$ cat src/rtl/user_proj_systolic_nxn.sv
`ifndef MPRJ_IO_PADS
`define MPRJ_IO_PADS 38
`endif

// NxN output-stationary systolic matrix multiplier (C = A x B) behind a Wishbone slave.
// Operands enter skewed at the left/top edges and shift right/down one PE per cycle.
module user_proj_systolic_nxn #(
    parameter int N    = 2,
    parameter int DW   = 8,
    parameter int ACCW = 2*DW + $clog2(N)
) (
    input  logic                      wb_clk_i,
    input  logic                      wb_rst_i,
    input  logic                      wbs_stb_i,
    input  logic                      wbs_cyc_i,
    input  logic                      wbs_we_i,
    input  logic [3:0]                wbs_sel_i,
    input  logic [31:0]               wbs_dat_i,
    input  logic [31:0]               wbs_adr_i,
    output logic                      wbs_ack_o,
    output logic [31:0]               wbs_dat_o,
    input  logic [127:0]              la_data_in,
    output logic [127:0]              la_data_out,
    input  logic [127:0]              la_oenb,
    input  logic [`MPRJ_IO_PADS-1:0]  io_in,
    output logic [`MPRJ_IO_PADS-1:0]  io_out,
    output logic [`MPRJ_IO_PADS-1:0]  io_oeb,
    output logic [2:0]                irq
);
    localparam int NN = N*N;
    localparam int IW = (NN > 1) ? $clog2(NN) : 1;
    localparam int SW = $clog2(3*N);

    typedef enum logic [1:0] {S_IDLE, S_FEED, S_DRAIN, S_DONE} state_t;

    state_t          r_state, w_next;
    logic [SW-1:0]   r_step;
    logic [DW-1:0]   r_a [NN];
    logic [DW-1:0]   r_b [NN];
    logic [DW-1:0]   r_pa [NN];
    logic [DW-1:0]   r_pb [NN];
    logic [ACCW-1:0] r_acc [NN];
    logic [DW-1:0]   w_ain [NN];
    logic [DW-1:0]   w_bin [NN];
    logic            r_signed, r_irq_en, r_done, r_err, r_ack;
    logic [31:0]     r_dat, w_rdata;
    logic            w_valid, w_acc, w_wr, w_busy, w_feed, w_run, w_start, w_illegal;
    logic            w_is_ctrl, w_is_stat, w_is_a, w_is_b, w_is_c, w_in_mat;
    logic [11:0]     w_off;
    logic [IW-1:0]   w_idx;
    logic            w_unused;

    function automatic logic [ACCW-1:0] f_ext(input logic [DW-1:0] v, input logic sgn);
        logic [ACCW-1:0] e;
        if (sgn) e = ACCW'($signed(v));
        else     e = ACCW'(v);
        return e;
    endfunction

    assign w_off     = wbs_adr_i[11:0];
    assign w_idx     = w_off[IW+1:2];
    assign w_in_mat  = (w_off[1:0] == 2'b00) && (int'(w_off[7:2]) < NN);
    assign w_is_ctrl = (w_off == 12'h000);
    assign w_is_stat = (w_off == 12'h004);
    assign w_is_a    = (w_off[11:8] == 4'h1) && w_in_mat;
    assign w_is_b    = (w_off[11:8] == 4'h2) && w_in_mat;
    assign w_is_c    = (w_off[11:8] == 4'h3) && w_in_mat;

    // Each access is acked exactly once; the ack cycle itself blocks a second accept.
    assign w_valid   = wbs_stb_i & wbs_cyc_i;
    assign w_acc     = w_valid & ~r_ack;
    assign w_wr      = w_acc & wbs_we_i;
    assign w_busy    = (r_state != S_IDLE);
    assign w_feed    = (r_state == S_FEED);
    assign w_run     = (r_state == S_FEED) || (r_state == S_DRAIN);
    assign w_start   = w_wr & w_is_ctrl & wbs_dat_i[0] & ~w_busy;
    assign w_illegal = w_wr & w_busy & (w_is_ctrl | w_is_a | w_is_b);

    always_comb begin
        w_next = r_state;
        case (r_state)
            S_IDLE:  if (w_start) w_next = S_FEED;
            S_FEED:  if (r_step == SW'(2*N-2)) w_next = S_DRAIN;
            S_DRAIN: if (r_step == SW'(3*N-2)) w_next = S_DONE;
            S_DONE:  w_next = S_IDLE;
            default: w_next = S_IDLE;
        endcase
    end

    always_ff @(posedge wb_clk_i) begin
        if (wb_rst_i) begin
            r_state <= S_IDLE;
            r_step  <= '0;
        end else begin
            r_state <= w_next;
            if (w_start)    r_step <= '0;
            else if (w_run) r_step <= r_step + SW'(1);
        end
    end

    always_comb begin
        w_rdata = 32'hDEADBEEF;
        if (w_is_ctrl)      w_rdata = {29'd0, r_irq_en, r_signed, 1'b0};
        else if (w_is_stat) w_rdata = {29'd0, r_err, r_done, w_busy};
        else if (w_is_a)    w_rdata = 32'(r_a[w_idx]);
        else if (w_is_b)    w_rdata = 32'(r_b[w_idx]);
        else if (w_is_c) begin
            if (r_signed) w_rdata = 32'($signed(r_acc[w_idx]));
            else          w_rdata = 32'(r_acc[w_idx]);
        end
    end

    always_ff @(posedge wb_clk_i) begin
        if (wb_rst_i) begin
            r_ack    <= 1'b0;
            r_dat    <= '0;
            r_signed <= 1'b0;
            r_irq_en <= 1'b0;
            r_done   <= 1'b0;
            r_err    <= 1'b0;
            for (int p = 0; p < NN; p++) begin
                r_a[p] <= '0;
                r_b[p] <= '0;
            end
        end else begin
            r_ack <= w_acc;
            r_dat <= (w_acc && !wbs_we_i) ? w_rdata : 32'd0;
            if (w_wr && !w_busy) begin
                if (w_is_ctrl) begin
                    r_signed <= wbs_dat_i[1];
                    r_irq_en <= wbs_dat_i[2];
                end
                if (w_is_a) r_a[w_idx] <= wbs_dat_i[DW-1:0];
                if (w_is_b) r_b[w_idx] <= wbs_dat_i[DW-1:0];
            end
            // Setting a sticky flag takes priority over a same-edge W1C.
            if (r_state == S_DONE)                            r_done <= 1'b1;
            else if (w_start || (w_wr && w_is_stat && wbs_dat_i[1])) r_done <= 1'b0;
            if (w_illegal)                                    r_err <= 1'b1;
            else if (w_wr && w_is_stat && wbs_dat_i[2])       r_err <= 1'b0;
        end
    end

    always_comb begin
        for (int p = 0; p < NN; p++) begin
            w_ain[p] = '0;
            w_bin[p] = '0;
        end
        for (int i = 0; i < N; i++) begin
            for (int j = 0; j < N; j++) begin
                if (j > 0) w_ain[IW'(i*N+j)] = r_pa[IW'(i*N + ((j > 0) ? j-1 : 0))];
                if (i > 0) w_bin[IW'(i*N+j)] = r_pb[IW'(((i > 0) ? i-1 : 0)*N + j)];
            end
        end
        // Edge skew: row i gets A[i][t-i], column j gets B[t-j][j].
        for (int i = 0; i < N; i++) begin
            if (w_feed && int'(r_step) >= i && int'(r_step) < i + N) begin
                w_ain[IW'(i*N)] = r_a[IW'(i*N + int'(r_step) - i)];
                w_bin[IW'(i)]   = r_b[IW'((int'(r_step) - i)*N + i)];
            end
        end
    end

    always_ff @(posedge wb_clk_i) begin
        if (wb_rst_i || w_start) begin
            for (int p = 0; p < NN; p++) begin
                r_pa[p]  <= '0;
                r_pb[p]  <= '0;
                r_acc[p] <= '0;
            end
        end else if (w_run) begin
            for (int p = 0; p < NN; p++) begin
                r_pa[p]  <= w_ain[p];
                r_pb[p]  <= w_bin[p];
                r_acc[p] <= r_acc[p] + f_ext(w_ain[p], r_signed) * f_ext(w_bin[p], r_signed);
            end
        end
    end

    assign wbs_ack_o   = r_ack;
    assign wbs_dat_o   = r_dat;
    assign irq         = {2'b00, r_done & r_irq_en};
    assign la_data_out = '0;
    assign io_out      = '0;
    assign io_oeb      = '1;
    assign w_unused    = ^{wbs_sel_i, wbs_adr_i, wbs_dat_i, la_data_in, la_oenb, io_in};

endmodule

$ cat config.mk
export PLATFORM = sky130hd
export DESIGN_NAME = user_proj_systolic_nxn
export DESIGN_NICKNAME = d
export VERILOG_FILES = /design/src/rtl/user_proj_systolic_nxn.sv
export SDC_FILE = /design/constraint.sdc
export NUM_CORES = 1
export LEC_CHECK = 0
export BUFFER_PORTS_ARGS = -buffer_cell sky130_fd_sc_hd__buf_2
export CAP_MARGIN = 20
export CORE_AREA = 2 2 238 240
export CTS_CLUSTER_DIAMETER = 100
export DETAILED_ROUTE_END_ITERATION = 16
export DIE_AREA = 0 0 240 242
export PLACE_DENSITY_LB_ADDON = 0.3
export SKIP_LAST_GASP = 1
export SLEW_MARGIN = 20
export SYNTH_ARGS = -nofsm -noshare
export SYNTH_HDL_FRONTEND = slang
export SYNTH_SLANG_ARGS = --single-unit
$ cat constraint.sdc
create_clock -name wb_clk_i -period 9.92 [get_ports wb_clk_i]
set_clock_uncertainty 0.15 [all_clocks]
set_input_delay 1.984 -clock wb_clk_i [delete_from_list [all_inputs] [get_ports wb_clk_i]]
set_output_delay 1.984 -clock wb_clk_i [all_outputs]
set_load 0.02 [all_outputs]
==> out/metrics.yaml, run 1 <==
synth_top_family_by_area: "adder cells"
regArea_sq_mm: 0.003804
drive_above_1_share: 0.08741
drtPass1Iterations: 5
max_cap_violations: 0
synth_area_leader_cell: "fa_1"
initial_utilization: 0.3016
cp-end-kind: "flop"
grt.total_usage: 0.1375
antenna_found_initial: 1
ant_nets: 0
r2r_end: "r_acc[1][16]"
hold_violations: 0
stdcell_area_sq_mm: 0.01760
synth_cells: 1702
synth_area_per_cell_sq_um: 9.877
leakage_nw: 8.533
min_period_ns: 7.940
final_util: 0.3159
hold_depth: 1
cp.arrival_ns: 7.99
diodes: 0
ys.flop_type: "edfxtp_1"
hp-class: "flop to flop"
muxShareOfSynthArea: 0.05522
crit_family: "adder cells"
die_h_um: 242
die_x_um: 240
ys_seq_area_frac: 0.2263
clock_path_buffers: 2
setup_viol: 0
relSlewSlack: 0.2607
htreeDepth: 4
r2r_cells: 21
total_power_mw: 2.287
drt_iter0_drc: 527
worst_path_max_delay_cell: "dfxtp_1"
dp.final_hpwl_mm: 31.35
min_from: "wbs_ack_o"
timing.critical_path.buf_inv: 4
grt_pass1_vias: 11380
clock_sinks: 137
num-fill-cells: 5858
synth_edf_count: 106
vias: 10660
port_buffers: 58
grt_max_degree: 43
yosysUniqueCellTypes: 64
wl_per_cell_um: 15.29
cp_common_cell: "fa_1"
syn_to_final_growth_pct: 4.719
maxSlewViolCount: 0
cp-start-kind: "flop"
clk_latency_ns: 0.45
worstPathRequired_ns: 9.97
dieArea_sq_mm: 0.05808
fmax_mhz: 126.0
critPathMaxStageDelay_ns: 0.90
clk_pin_slew_worst_paths_ns: 0.07
fin_crit_sh: 0.8004
worstHoldEndpoint: "wbs_ack_o"
cts_tree: "built"
place_area_sq_mm: 0.01700
path_max_fanout: 15
via_per_inst: 4.272
rsz0062_at_grt: "false"
cts_made_buffers: 17
ios: 607
place_ws_ns: 1.972
fp-row-count: 87
grt_pass1_wl_mm: 61.85
hold_buffers: 0
status: "finished, final reports clean"
synth-xor-area-share: 0.03342
synthAdderAreaFrac: 0.3261
clockRootBuffer: "clkbuf_16"
yosys.area.top_type_share: 0.2405
power.density_mw_per_mm2: 129.9
ys_top_cells_by_area: "fa_1 (24%), edfxtp_1 (19%), buf_4 (10%)"
grt_overflow: 0
worst_slew_pin_slew_ns: 1.097
drc: 0
synth_area_sq_mm: 0.01681
final_nets: 2410
yosys_register_bits: 137
synth-simple-area-share: 0.1314
rr_startpoint: "r_step[0]"
fp.coreArea_sq_mm: 0.05573
multiInputGateArea_sq_mm: 0.01065
post_cts_buffers: 0
cts_resized: 0
worstSetupPathType: "flop to flop"
rrSetupSlack_ns: 1.98
cp_cell_sequence: "ha_1 > nor3_1 > a211o_1 > nor2_1 > and2_1 > fa_1 > inv_1 > fa_1 > fa_1 > fa_1 > inv_1 > fa_1 > inv_1 > fa_1 > inv_1 > ha_1 > or3_1 > a211o_1 > o21ai_0 > xnor3_1 > and2_1"
routed_wirelength_mm: 38.15
synth-compound-area-share: 0.04086
setup_tns_ns: 0
fin_ws_ns: 1.980
async_reset_ff_frac: 0
worst_ir_drop_vdd_v: 0.0001813
yosysWarnings: 0
place_congestion: 0.8132
per-layer routing:
layer  vias up  global-route usage  share of wire
li1       4990                   -              -
met4         0             0.03946          0.021
met1      5347              0.1781           0.44
met2       274              0.2383           0.50
met5         -                   0              0
met3        48             0.01812          0.039
kinds of logic (layout without fill, tap and decap cells):
| family | Yosys count | in the layout |
|---|---|---|
| flops | 137 | 137 |
| mux | 70 | 70 |
| compound gates | 101 | 101 |
| buf+inv | 594 | 427 |
| xor+xnor | 61 | 61 |
| simple gates | 420 | 420 |
| other cells | 2 | 206 |
| fa+ha+maj | 317 | 317 |
flip-flops by register name (all words and copies together), names as in the netlist, named ones only:
signal	count
r_acc	34
r_a	32
r_b	32
wbs_dat_o	19
r_pa	8
r_step	3
r_state	2
r_done	1
r_err	1
r_irq_en	1
r_signed	1
wbs_ack_o	1
worst register-to-register path: stages (launching register included):
cell and delay, ns:
dfxtp_1 0.90, ha_1 0.28, nor3_1 0.08, a211o_1 0.38
nor2_1 0.63, and2_1 0.25, fa_1 0.42, inv_1 0.11
fa_1 0.49, fa_1 0.50, fa_1 0.49, inv_1 0.06
fa_1 0.53, inv_1 0.06, fa_1 0.54, inv_1 0.04
ha_1 0.22, or3_1 0.41, a211o_1 0.27, o21ai_0 0.31
xnor3_1 0.42, and2_1 0.17
cell usage after synthesis, types with 9 or more instances:
| cell | instances |
|---|---|
| inv_1 | 323 |
| fa_1 | 202 |
| a21oi_1 | 13 |
| dfxtp_1 | 31 |
| ha_1 | 115 |
| mux4_2 | 17 |
| nor2_1 | 93 |
| clkbuf_1 | 28 |
| and3_1 | 43 |
| edfxtp_1 | 106 |
| buf_2 | 9 |
| xor2_1 | 14 |
| nor3_1 | 31 |
| xnor2_1 | 45 |
| and2_1 | 108 |
| mux2_2 | 12 |
| nand2b_1 | 11 |
| o21a_1 | 14 |
| mux2i_1 | 41 |
| nand3_1 | 12 |
| or2_2 | 9 |
| o21ai_0 | 21 |
| nand2_1 | 78 |
| buf_4 | 226 |
cell usage in the layout, fill, tap and decap left out, types with 5 or more instances in the layout:
cell and count:
a21o_1 7, a211oi_1 7, nand2_1 78, buf_4 14
or2_2 9, conb_1 206, nor2b_1 6, mux2i_1 41
nand4_1 5, mux4_2 17, and2_1 108, o21ai_1 6
nor2_1 93, o31ai_1 5, xor2_1 14, and3_1 43
inv_6 5, nand2b_1 10, dfxtp_1 31, xnor2_1 45
o21a_1 14, a21oi_1 13, o22ai_1 6, nor3_1 31
o21ai_0 21, or3_1 6, fa_1 202, ha_1 115
clkbuf_16 18, inv_1 323, nand3_1 12, mux2_2 12
edfxtp_1 106, buf_2 58
worst max-delay path by stage:
stage          startpoint      endpoint  slack, ns  depth (start not counted)
2_1_floorplan   r_step[1]  r_acc[1][16]       3.04                         22
3_3_place_gp    r_step[0]  r_acc[1][16]       1.97                         21
3_5_place_dp    r_step[0]  r_acc[1][16]       1.97                         21
4_1_cts         r_step[0]  r_acc[1][16]       1.92                         21
5_1_grt         r_step[0]  r_acc[1][16]       1.55                         24
6_report        r_step[0]  r_acc[1][16]       1.98                         21
area by class of cell:
class                   count  area share
clock buffers              20     0.02715
clock inverters            12    0.006752
inverters                 323     0.06887
multi-input cells        1175      0.6050
flip-flops and latches    137      0.2161
well taps                 756     0.05373
repair buffers             72     0.02246
per-stage QoR:
step	hold slack, ns	std cells
after floorplan	0.2816	1906
after global placement	0.2919	2463
after detailed placement	0.2973	2463
after CTS	0.3074	2495
after global routing	0.3386	2495
final	0.3060	2495
power by group:
group / switching [mW] / internal [mW]
Combinational: 0.577 / 0.285
Sequential: 0.0839 / 0.693
Clock: 0.288 / 0.360
Total: 0.949 / 1.34
No activity file was read; power rests on OpenSTA's default activity.
==> run 2, diff against run 1 <==
- ABC_AREA: unset -> 1
- clock period: 9.92 -> 7.99 ns (I/O delays scaled with it)
==> run 2 against run 1 <==
Compared with the run above:
- cell count is 13% higher
- sequential cell count unchanged
- design area rose by 1.3%
- sequential share of layout area shrank 0.28 points
- highest routed layer unchanged
- count of clock-buffer cells in the layout rose by 3
- critical endpoint unchanged
==> out/metrics.yaml, run 2 <==
num-fill-cells: 5934
layout.cells.non_filler: 2831
hold_depth: 2
total_power_mw: 3.162
grt_pass1_vias: 12320
hold_violations: 0
layout_commonest_cell: "inv_1"
hold_buffers: 0
via_per_inst: 4.307
yosysWarnings: 0
fp.coreArea_sq_mm: 0.05573
rrSetupSlack_ns: 0.58
p_sw_mw: 1.363
fp-row-count: 87
clk_latency_ns: 0.44
clk_pin_slew_worst_paths_ns: 0.06
drive_above_1_share: 0.08438
port_buffers: 58
yosysMostFrequentCell: "inv_1"
initial_utilization: 0.3008
drtPass1Iterations: 5
regMostFlops: "r_acc"
ios: 607
critPathMaxStageDelay_ns: 0.58
setup_viol: 0
regArea_sq_mm: 0.003804
vias: 12190
ys.flop_type: "edfxtp_1"
cts_resized: 0
cts_tree: "built"
clockRootBuffer: "clkbuf_16"
drc: 0
stdcell_area_sq_mm: 0.01784
yosysUniqueCellTypes: 52
post_cts_buffers: 0
worstHoldEndpoint: "r_err"
async_reset_ff_frac: 0
htreeDepth: 4
layout_common_cells: "inv_1 (455), nand2_1 (263), nor2_1 (247), conb_1 (206), fa_1 (202)"
maxSlewViolCount: 0
routed_wirelength_mm: 43.00
die_h_um: 242
min_period_ns: 7.415
syn_to_final_growth_pct: 6.411
cp_common_cell: "inv_1"
relSlewSlack: 0.4634
rsz0062_at_grt: "false"
multiInputGateArea_sq_mm: 0.01018
cp-end-kind: "flop"
timing.critical_path.buf_inv: 10
p_int_mw: 1.799
cts_made_buffers: 17
largest_reg_flops: 34
power.density_mw_per_mm2: 177.2
path_max_fanout: 7
synth_area_per_cell_sq_um: 8.412
worstSetupPathType: "flop to flop"
worst_ir_drop_vdd_v: 0.0001547
synth_edf_count: 106
hp-class: "flop to flop"
clock_sinks: 137
die_x_um: 240
max_cap_violations: 0
drt_iter0_drc: 882
p_comb_frac: 0.397
synth_area_leader_cell: "fa_1"
clockPowerShare: 0.261
worst_path_max_delay_cell: "fa_1"
wl_per_cell_um: 15.19
yosys_register_bits: 137
seqPwrFrac: 0.342
place_area_sq_mm: 0.01724
place_congestion: 0.8990
place_inst: 2799
final_nets: 2746
cp.arrival_ns: 7.45
dieArea_sq_mm: 0.05808
crit_family: "adder cells"
ys_top_cells_by_area: "fa_1 (24%), edfxtp_1 (19%), inv_1 (10%)"
swShare: 0.4311
worstPathRequired_ns: 8.02
synth_common_cells: "inv_1 (455), nand2_1 (264), nor2_1 (249), buf_4 (224), fa_1 (202)"
status: "finished, final reports clean"
yosys.area.top_type_share: 0.2412
fmax_mhz: 134.9
rr_startpoint: "r_step[1]"
worst_slew_pin_slew_ns: 0.8037
grt_pass1_wl_mm: 68.40
ys_seq_area_frac: 0.2269
setup_tns_ns: 0
r2r_end: "r_acc[1][16]"
cp-start-kind: "flop"
fin_crit_sh: 0.9280
leakage_nw: 8.698
ant_nets: 0
synth_cells: 1993
largestRegisters: "r_acc: 34 flops, r_a: 32 flops, r_b: 32 flops"
grt_max_degree: 44
clock_path_buffers: 2
r2r_cells: 30
min_from: "r_err"
antenna_found_initial: 0
grt_overflow: 0
grt.total_usage: 0.1526
synth_area_sq_mm: 0.01676
dp.final_hpwl_mm: 35.02
run 2: changes by cell type in the layout (fill, tap and decap cells not counted), moves of 43 or more:
cell / previous run / this run
a21oi_1: 13 / 73
nor2_1: 93 / 247
and3_1: 43 / 0
and2_1: 108 / 0
inv_1: 323 / 455
nand2_1: 78 / 263
run 2: worst max path at each step:
stage | slack [ns] | depth (start not counted) | end | from
floorplan | 1.54 | 28 | r_acc[0][16] | r_state[1]
global placement | 0.62 | 30 | r_acc[1][16] | r_step[1]
detailed placement | 0.57 | 30 | r_acc[1][16] | r_step[1]
CTS | 0.53 | 30 | r_acc[1][16] | r_step[1]
global route | 0.03 | 30 | r_acc[1][16] | r_step[1]
finish | 0.58 | 30 | r_acc[1][16] | r_step[1]
run 2: cell families (layout without fill, tap and decap cells):
logic type,count (synthesis),in the layout,share of synthesized area
buffers and inverters,717,594,0.2119
adders and majority gates,317,317,0.3270
xor gates and xnor gates,29,29,0.01560
other,2,207,0.0004480
and+or+nand+nor,616,616,0.1550
DFF,137,137,0.2269
AOI/OAI and AO/OA,175,175,0.06314
run 2: per-stage QoR:
step	setup WS, ns	hold slack, ns	util
2_1_floorplan	1.541	0.2943	-
3_3_place_gp	0.6203	0.3212	0.3093
3_5_place_dp	0.5690	0.3237	0.3093
4_1_cts	0.5349	0.3357	0.3200
5_1_grt	0.02594	0.3440	0.3200
6_report	0.5752	0.3469	0.3201
run 2: power groups by stage:
stage          registers, mW  clock network, mW  logic, mW
3_3_place_gp            1.09                  0       1.23
5_1_grt                 1.10              0.860       1.44
3_5_place_dp            1.10                  0       1.25
4_1_cts                 1.08              0.839       1.26
6_report                1.08              0.825       1.26
2_1_floorplan          0.998                  0      0.997
run 2: metal layers:
layer  vias up  part of all wire  track usage  wire (um)
met3        59             0.066      0.02142       2831
li1       5774                 -            -          -
met5         -                 0            0          0
met2       455              0.47       0.2530      20250
met4         0             0.022      0.04275        943
met1      5904              0.44       0.2069      18980
run 2: cell type report:
type | instances | area share
Antenna cell | 1 | 0.0001403
Clock buffer | 23 | 0.02749
Clock inverter | 8 | 0.006172
Inverter | 474 | 0.09987
Multi-Input combinational cell | 1343 | 0.5708
Sequential cell | 137 | 0.2132
Tap cell | 756 | 0.05302
Timing Repair Buffer | 89 | 0.02932
run 2: worst register-to-register path, delay by kind of cell (launching register included):
| family | cells | cell delay (ns) |
|---|---|---|
| compound gates | 3 | 0.79 |
| fa+ha+maj | 8 | 3.76 |
| flops | 1 | 0.35 |
| simple gates | 9 | 1.18 |
| buf+inv | 10 | 0.94 |
==> run 3, diff against run 2 <==
==> constraint.sdc (replaced) <==
create_clock -name wb_clk_i -period 7.99 [get_ports wb_clk_i]
set_clock_uncertainty 0.15 [all_clocks]
set_input_delay 0 -clock wb_clk_i [delete_from_list [all_inputs] [get_ports wb_clk_i]]
set_output_delay 0 -clock wb_clk_i [all_outputs]
set_load 0.02 [all_outputs]
==> run 3 against run 2 <==
Compared with the run above:
- non-clock buffer count is 19 higher
- register-to-register slack about the same
- maximum frequency is 0.18% higher
- largest power group unchanged
- highest routed layer unchanged
==> out/metrics.yaml, run 3 (synthesized netlist as in run 2, its figures left out) <==
status: "finished, final reports clean"
worstPathRequired_ns: 8.02
cp-end-kind: "flop"
clk_pin_slew_worst_paths_ns: 0.06
critPathMaxStageDelay_ns: 0.58
drc: 0
via_per_inst: 4.298
leakage_nw: 8.786
cp_common_cell: "inv_1"
cts_made_buffers: 17
worst_slew_pin_slew_ns: 0.8196
clock_path_buffers: 2
grt_pass1_wl_mm: 68.58
grt_overflow: 0
min_period_ns: 7.402
grt.total_usage: 0.1529
layout_commonest_cell: "inv_1"
clockRootBuffer: "clkbuf_16"
syn_to_final_growth_pct: 7.545
relSlewSlack: 0.4529
ios: 607
worst_ir_drop_vdd_v: 0.0001543
power.density_mw_per_mm2: 175.7
setup_tns_ns: 0
fp-row-count: 87
fp.coreArea_sq_mm: 0.05573
worst_path_max_delay_cell: "fa_1"
place_inst: 2799
clk_latency_ns: 0.44
clock_sinks: 137
die_h_um: 242
routed_wirelength_mm: 43.09
largestRegisters: "r_acc: 34 flops, r_a: 32 flops, r_b: 32 flops"
hold_violations: 0
htreeDepth: 4
drt_iter0_drc: 856
largest_reg_flops: 34
die_x_um: 240
fmax_mhz: 135.1
fin_crit_sh: 0.9264
ant_nets: 0
dp.final_hpwl_mm: 35.02
cts_tree: "built"
port_buffers: 58
layout_common_cells: "inv_1 (455), nand2_1 (263), nor2_1 (247), conb_1 (206), fa_1 (202)"
rsz0062_at_grt: "false"
maxSlewViolCount: 0
cts_resized: 0
final_util: 0.3235
cp.arrival_ns: 7.44
cp-start-kind: "flop"
layout.cells.non_filler: 2850
drtPass1Iterations: 6
place_congestion: 0.8990
drive_above_1_share: 0.08361
vias: 12250
wl_per_cell_um: 15.12
max_cap_violations: 0
initial_utilization: 0.3008
worstSetupPathType: "flop to flop"
hp-class: "input pin to flop"
grt_pass1_vias: 12360
final_nets: 2765
regMostFlops: "r_acc"
antenna_found_initial: 0
path_max_fanout: 7
dieArea_sq_mm: 0.05808
setup_viol: 0
grt_max_degree: 44
run 3: cell types whose count changed in the layout (fill, tap and decap cells not counted), sizes merged:
cell         change
dlygate4sd3     +19
run 3: per-stage QoR:
stage	instance area, sq um	power, mW	worst slack [ns]	hold WS, ns
2_1_floorplan	17530	1.995	1.541	-0.08093
3_3_place_gp	17240	2.329	0.6203	0.1692
3_5_place_dp	17240	2.344	0.5690	0.1776
4_1_cts	18030	3.192	0.5349	0.1236
5_1_grt	18030	3.406	0.02594	0.1859
6_report	18030	3.169	0.5882	0.1370
run 3: report_power, final:
part / internal [mW] / leakage [nW] / switching (mW)
sequential: 0.915 / 1.36 / 0.166
clock: 0.499 / 0.285 / 0.326
combinational: 0.390 / 7.14 / 0.873
run 3: timing repair:
item	in CTS	in global routing
setup buffers	0	0
hold buffers	19	0
hold endpoints to repair	67	0
run 3: critical path, delay by kind of cell, from the launching register on:
kind,cells,cell delay [ns]
simple gates,9,1.18
flops,1,0.35
buf+inv,10,0.93
fa+ha+maj,8,3.76
compound gates,3,0.78
run 3: area by class of cell:
cell class / instances / area, sq um
inverters: 474 / 1782
clock inverters: 8 / 110.1
repair buffers: 108 / 713.2
flip-flops and latches: 137 / 3804
clock buffers: 23 / 490.5
multi-input cells: 1343 / 10180
diodes: 1 / 2.502
well taps: 756 / 945.9
fillers: 5915 / 37700
run 3: path summary, 6_finish.rpt:
path | from | end | slack, ns | cells past startpoint
setup reg to reg | r_step[1] | r_acc[1][16] | 0.59 | 30
hold reg to reg | r_done | r_done | 0.39 | 2
setup / recovery | r_step[1] | r_acc[1][16] | 0.59 | 30
hold / removal | wbs_adr_i[9] | wbs_dat_o[14] | 0.14 | 5
run 3: per-layer routing:
layer,vias to the layer above,track usage,part of all wire
li1,5815,-,-
met1,5938,0.2067,0.44
met2,440,0.2549,0.47
met3,55,0.02097,0.068
met4,0,0.04202,0.021
met5,-,0,0
